===== config.mk =====
export PLATFORM = sky130hd
export DESIGN_NAME = matrix_dot_sequencer
export DESIGN_NICKNAME = d
export VERILOG_FILES = /design/src/rtl/matrix_dot_sequencer.sv
export SDC_FILE = /design/constraint.sdc
export NUM_CORES = 1
export LEC_CHECK = 0
export BUFFER_PORTS_ARGS = -buffer_cell sky130_fd_sc_hd__buf_2
export CAP_MARGIN = 10
export CORE_MARGIN = 1
export CORE_UTILIZATION = 30
export CTS_CLUSTER_DIAMETER = 200
export CTS_CLUSTER_SIZE = 30
export DETAILED_ROUTE_END_ITERATION = 6
export HOLD_SLACK_MARGIN = 0.05
export PLACE_DENSITY = 0.71
export SLEW_MARGIN = 20
export SYNTH_ARGS = -nofsm -noshare
export SYNTH_HDL_FRONTEND = slang
export SYNTH_SLANG_ARGS = --single-unit

===== constraint.sdc =====
create_clock -name clk -period 1.6 [get_ports clk]
set_input_delay 0.16 -clock clk [delete_from_list [all_inputs] [get_ports clk]]
set_output_delay 0.16 -clock clk [all_outputs]
set_load 0.005 [all_outputs]

===== src/rtl/matrix_dot_sequencer.sv =====
// Purpose : sequences LEN operand pairs through an external combinational MAC and
//           holds the dot-product result until the consumer takes it.
// Latency : out_valid rises the cycle after the LEN-th accepted pair; one result per LEN+1 cycles at best.
// Backpressure: in_ready is low while a result waits; the result holds stable until out_ready.
//
// Ports:
//   clk, rst_n                  clock, asynchronous active-low reset
//   in_valid/in_ready, in_a/in_b operand pair handshake (8b row and column entries)
//   mac_entry1/2, mac_sum       operands and running sum driven to the MAC
//   mac_new_sum, mac_c15        MAC result and carry-out of its 16b add
//   out_valid/out_ready         result handshake
//   out_sum, out_ovf            16b dot product and sticky carry-out flag
//
// Optional build macro MATRIX_DOT_SATURATE_EN: a carry-out clamps the
// accumulator to 16'hFFFF for the rest of the vector instead of wrapping.

module matrix_dot_sequencer #(
    parameter int LEN   = 4,
    parameter int CNT_W = 3
) (
    input  logic        clk,
    input  logic        rst_n,
    input  logic        in_valid,
    output logic        in_ready,
    input  logic [7:0]  in_a,
    input  logic [7:0]  in_b,
    output logic [7:0]  mac_entry1,
    output logic [7:0]  mac_entry2,
    output logic [15:0] mac_sum,
    input  logic [15:0] mac_new_sum,
    input  logic        mac_c15,
    output logic        out_valid,
    input  logic        out_ready,
    output logic [15:0] out_sum,
    output logic        out_ovf
);

    typedef enum logic {
        ACCUM = 1'b0,
        DONE  = 1'b1
    } state_t;

    state_t             state_q, state_d;
    logic [15:0]        acc_q, acc_d;
    logic [CNT_W-1:0]   cnt_q, cnt_d;
    logic               ovf_q, ovf_d;

    // The MAC is purely combinational: operands pass straight through and the
    // running sum comes from the accumulator register.
    assign mac_entry1 = in_a;
    assign mac_entry2 = in_b;
    assign mac_sum    = acc_q;
    assign out_sum    = acc_q;
    assign out_ovf    = ovf_q;

    always_ff @(posedge clk or negedge rst_n) begin
        if (!rst_n) begin
            state_q <= ACCUM;
            acc_q   <= 16'd0;
            cnt_q   <= '0;
            ovf_q   <= 1'b0;
        end else begin
            state_q <= state_d;
            acc_q   <= acc_d;
            cnt_q   <= cnt_d;
            ovf_q   <= ovf_d;
        end
    end

    always_comb begin
        state_d   = state_q;
        acc_d     = acc_q;
        cnt_d     = cnt_q;
        ovf_d     = ovf_q;
        in_ready  = 1'b0;
        out_valid = 1'b0;

        case (state_q)
            ACCUM: begin
                in_ready = 1'b1;
                if (in_valid) begin
                    ovf_d = ovf_q | mac_c15;
`ifdef MATRIX_DOT_SATURATE_EN
                    // Once any beat has carried out, the sum is pinned at full scale.
                    acc_d = (ovf_q | mac_c15) ? 16'hFFFF : mac_new_sum;
`else
                    acc_d = mac_new_sum;
`endif
                    if (cnt_q == CNT_W'(LEN - 1)) begin
                        cnt_d   = '0;
                        state_d = DONE;
                    end else begin
                        cnt_d = cnt_q + CNT_W'(1);
                    end
                end
            end
            DONE: begin
                out_valid = 1'b1;
                // Pending input pairs are left waiting upstream; only the drain matters here.
                if (out_ready) begin
                    acc_d   = 16'd0;
                    ovf_d   = 1'b0;
                    state_d = ACCUM;
                end
            end
        endcase
    end

endmodule


# Word level (Yosys, flattened, before mapping)
# Index checks and enable logic that the tools add are counted.
# word_totals
inputBits	37
out_inout_bits	51
reg_bits	21
# op_classes
eq_ne	3
n_bitwise	2
reduce_logical	2
add_sub_neg	1
n_mux	13
# op_table
operator	count
$mux W16	2
$pmux W16 S2	1
$mux W1	7
$ne A2 B2 Y1 const B	2
$pmux W1 S2	2
$reduce_and A2 Y1	2
$add A3 B1 Y3 const B	1
$eq A3 B2 Y1 const B	1
$mux W3	1
$not A1 Y1	1
$or A1 B1 Y1	1

# Logic depth before layout (Yosys ltp)
# depth
ltp_word	4
ltp_mapped	5

# Worst setup path before layout
# No wires, ideal clock.
# synth_path
path_kind	reg-to-reg
startpoint	reg state_q
endpoint	reg acc_q[0], in the netlist mac_sum[0]
arrival_time_ps	884
stages_incl_launch_ff	6
synth_period_minus_slack_ps	1016
required_time_ps	1468
path_buffers	2
slack_ps	584
cell_sequence	dfrtp_1 nor2b_1 buf_4 buf_6 nand2_1 o21ai_1
# synth_between
elab_chain_len	3
# synth_lines
element	line_no	source
start: declaration	43	state_t state_q, state_d;
start signal: assignment	63	state_q <= state_d;
$not A1 Y1	n/a	
$ne A2 B2 Y1 (no source line)	n/a	
$reduce_and A2 Y1 (no source line)	n/a	
end signal: assignment	59	acc_q <= 16'd0;
end signal: assignment	64	acc_q <= acc_d;
end: declaration	44	logic [15:0] acc_q, acc_d;
# Several ways; a longest one is shown, not always the timed one.
# A chain may end at the register's enable or synchronous reset.

# Final worst setup path
# layout_path
startpoint	reg state_q
endpoint	out in_ready
# layout_between
elab_chain_len	1
# layout_lines
element	line_no	source
$mux W1	78	case (state_q)
end: declaration	24	output logic in_ready,
# No other way between the ends.

==> results by group <==
Outcome
  • Result of the run: finished, final reports clean

Synth
  • Mean area per synthesized cell: 9.90 um^2
  • Number of distinct standard cells referenced by the synthesized netlist: 19
  • Synth area leader: sky130_fd_sc_hd__dfrtp_1
  • EDFF count, synth: 0
  • Area fraction of the dominant cell type after synthesis: 42.8%
  • Most instantiated library cell after synthesis: sky130_fd_sc_hd__buf_4
  • Sequential-to-total area share from yosys stat: 42.8%
  • Count of yosys warnings during synthesis: 0
  • Post-Synthesis Cell Area: 1230 um^2
  • Synthesized Nets: 162
  • Commonest cells post-synth: sky130_fd_sc_hd__buf_4 (33), sky130_fd_sc_hd__dfrtp_1 (21), sky130_fd_sc_hd__nand2_1 (20)
  • Main synth FF type: sky130_fd_sc_hd__dfrtp_1
  • Top post-synthesis cells by area: sky130_fd_sc_hd__dfrtp_1 (43%), sky130_fd_sc_hd__buf_4 (20%), sky130_fd_sc_hd__mux2i_1 (13%)
  • Cell count after synthesis: 124
  • Post-synthesis async set-or-reset flop share: 100%
  • Synthesis-stage register bit count: 21

Power and ir drop
  • Relative contribution of sequential cells to total power: 45.1%
  • Comb pwr share: 38.8%
  • Post-route total power: 2.08 mW
  • Power density over the cells: 1560 nW/um^2
  • Internal power of the cells: 1.34 mW
  • Largest voltage drop on the vdd net: 0.328 mV
  • Proportion of power drawn by the clock network: 16.1%
  • P_leak: 0.690 nW
  • Power dissipated by switching net loads: 0.734 mW
  • Switching share of power: 35.3%

Global route
  • Maximum number of pins on one net before global-route repair: 22
  • Residual overflow from global routing: 0
  • Aggregate global-route resource usage: 10.9%
  • Number of antenna violations at the first check in global routing: 0
  • First-pass GRT wire length: 3570 um
  • Number of global-route vias before repair: 787

Final layout
  • Layout Utilization: 35.0%
  • Share of post-route cells with drive strength above 1: 41.5%
  • Antenna diode instance count: 0
  • Area Overhead vs Synth: 8.26%
  • Cell area after layout: 1330 um^2
  • Final layout net count: 186

STA
  • Worst clock skew: 0.00124 ns
  • Least-Margin Pin Slew: 0.606 ns
  • Post-layout min period: 1.23 ns
  • Post-route fraction of the period consumed by the critical path: 76.7%
  • Final setup viols: 0
  • Count of final hold-check violations: 0
  • Worst hold slack: 0.135 ns
  • Relative slew margins: 59.4%
  • Sum of negative setup slack: 0 ns
  • Setup repair after global routing missed its margin: no
  • Max Transition Viols Final: 0
  • Highest clock rate: 815 MHz

Routing
  • Violation count after the first detailed-routing iteration: 31
  • Number of nets still failing antenna checks after routing: 0
  • Pre-antenna DRT Iters: 3
  • Via density per instance: 4.36
  • Number of vias after detailed routing: 850
  • Total DRC errors in the routed layout: 0
  • Final wirelength: 2250 um
  • Routed WL per cell: 11.5 um

Clocking
  • Number of buffers created by CTS: 3
  • Root Driver: sky130_fd_sc_hd__clkbuf_8
  • Hold-fix buffers, CTS: 1
  • TritonCTS clock tree: done
  • Post-CTS Resized: 0
  • Worst-skew pair later-pin latency: 0.25 ns
  • Count of H-tree levels built during CTS: 1
  • Reg clk slew, reported paths: 0.07 ns
  • Clock Tree Buf Depth: 2
  • Total number of clock tree sinks: 21
  • Buffer count from post-CTS setup fixing: 0

Setup path
  • Endpoint arrival time on the critical path: 1.07 ns
  • Combined buffer and inverter count along the critical path: 3
  • Cell type of the slowest stage on the worst timing path: sky130_fd_sc_hd__dfrtp_1
  • Nature of the critical path startpoint: flop
  • Kind of end point of the critical path: output port
  • Critical path cell sequence: buf_4 -> inv_1 -> buf_2
  • Class of the most critical setup path: flop to output port
  • Maximum fanout along the worst path: 21
  • Crit-path max cell delay: 0.34 ns
  • Critical path's top delay family: buffers and inverters
  • Worst Path Required: 1.44 ns

Placed design
  • Total cell area at the placement stage: 1270 um^2
  • Number of port buffers: 55
  • Post-DP HPWL: 1600 um
  • RD Place Congestion: 0.611

Die
  • Die Outline Area: 4350 um^2
  • Starting density of the core: 32.3%
  • Die height: 66.0 um
  • Num ports: 88
  • Row count: 22
  • Horizontal die dimension: 66.0 um
  • Total core area: 3800 um^2

Worst hold path
  • Hold crit path type: input port to flop

Run
  • Count of max-cap constraint violations: 0
==> layer usage <==
metal	wire length [um]	share of wire, %	vias up	GRT usage, %
li1	-	-	421	-
met1	997	44	385	12.1
met2	1050	47	36	19.4
met3	172	7.7	8	2.59
met4	31	1.4	0	5.32
met5	0	0	-	0
==> layout by cell type (no fill, tap or decap), drive strengths merged, types with 2 or more instances in the layout <==
cell,synthesis,routed
buf,36,56
dfrtp,21,21
nand2,20,20
o21ai,17,17
mux2i,16,16
clkbuf,2,4
inv,2,2
nand2b,2,2
o22ai,2,2
nor2b,2,2
==> worst register-to-register path, cell delays in order (launching register included) <==
cell                      delay, ns
sky130_fd_sc_hd__dfrtp_1       0.34
sky130_fd_sc_hd__nor2b_2       0.52
sky130_fd_sc_hd__nand2_1       0.13
sky130_fd_sc_hd__o21ai_1       0.10
==> worst paths after layout <==
path | from | endpoint | slack, ns | depth (start not counted)
setup / recovery | state_q$_DFF_PN0_ | in_ready | 0.37 | 3
hold / removal | out_ready | state_q$_DFF_PN0_ | 0.13 | 2
setup reg to reg | state_q$_DFF_PN0_ | mac_sum[4]$_DFFE_PN0P_ | 0.44 | 3
hold reg to reg | cnt_q[1]$_DFFE_PN0P_ | cnt_q[1]$_DFFE_PN0P_ | 0.49 | 2
max in group asynchronous | rst_n | mac_sum[9]$_DFFE_PN0P_ | 0.89 | 2
min in group asynchronous | rst_n | mac_sum[10]$_DFFE_PN0P_ | 0.39 | 2
==> logic make-up (layout without fill, tap and decap cells) <==
logic type               count (synthesis)  in the layout  share of synthesized area [%]
buffers and inverters                   40             63                           25.0
AND/OR/NAND/NOR                         25             25                           9.17
AO/OA/AOI/OAI                           21             21                           8.97
flip-flops                              21             21                           42.8
multiplexers                            16             16                           13.0
adder cells (fa/ha/maj)                  1              1                           1.02
==> state kept, by name, summed over array words and instances (netlist names) <==
signal   cells
state_q      1
cnt_q        3
out_ovf      1
mac_sum     16
==> power groups by stage <==
stage	Clock, mW	Sequential (mW)	Combinational (mW)
final	0.334	0.938	0.806
after CTS	0.348	0.939	0.822
after global placement	0	0.940	0.803
after global routing	0.375	0.988	0.926
after detailed placement	0	0.947	0.817
after floorplan	0	0.952	0.630
==> stage by stage <==
step,instances,setup slack [ns]
after floorplan,124,0.584
after global placement,190,0.146
after detailed placement,190,0.0772
after CTS,195,0.0660
after global routing,195,0.259
final,195,0.373
==> area by class of cell <==
| type | count | area (um^2) |
|---|---|---|
| multi-input cells | 63 | 398 |
| fillers | 395 | 2470 |
| inverters | 2 | 7.51 |
| flip-flops and latches | 21 | 526 |
| repair buffers | 57 | 293 |
| clock buffers | 4 | 45.0 |
| well taps | 48 | 60.1 |
Note: power is estimated with default switching activity, not from simulation.
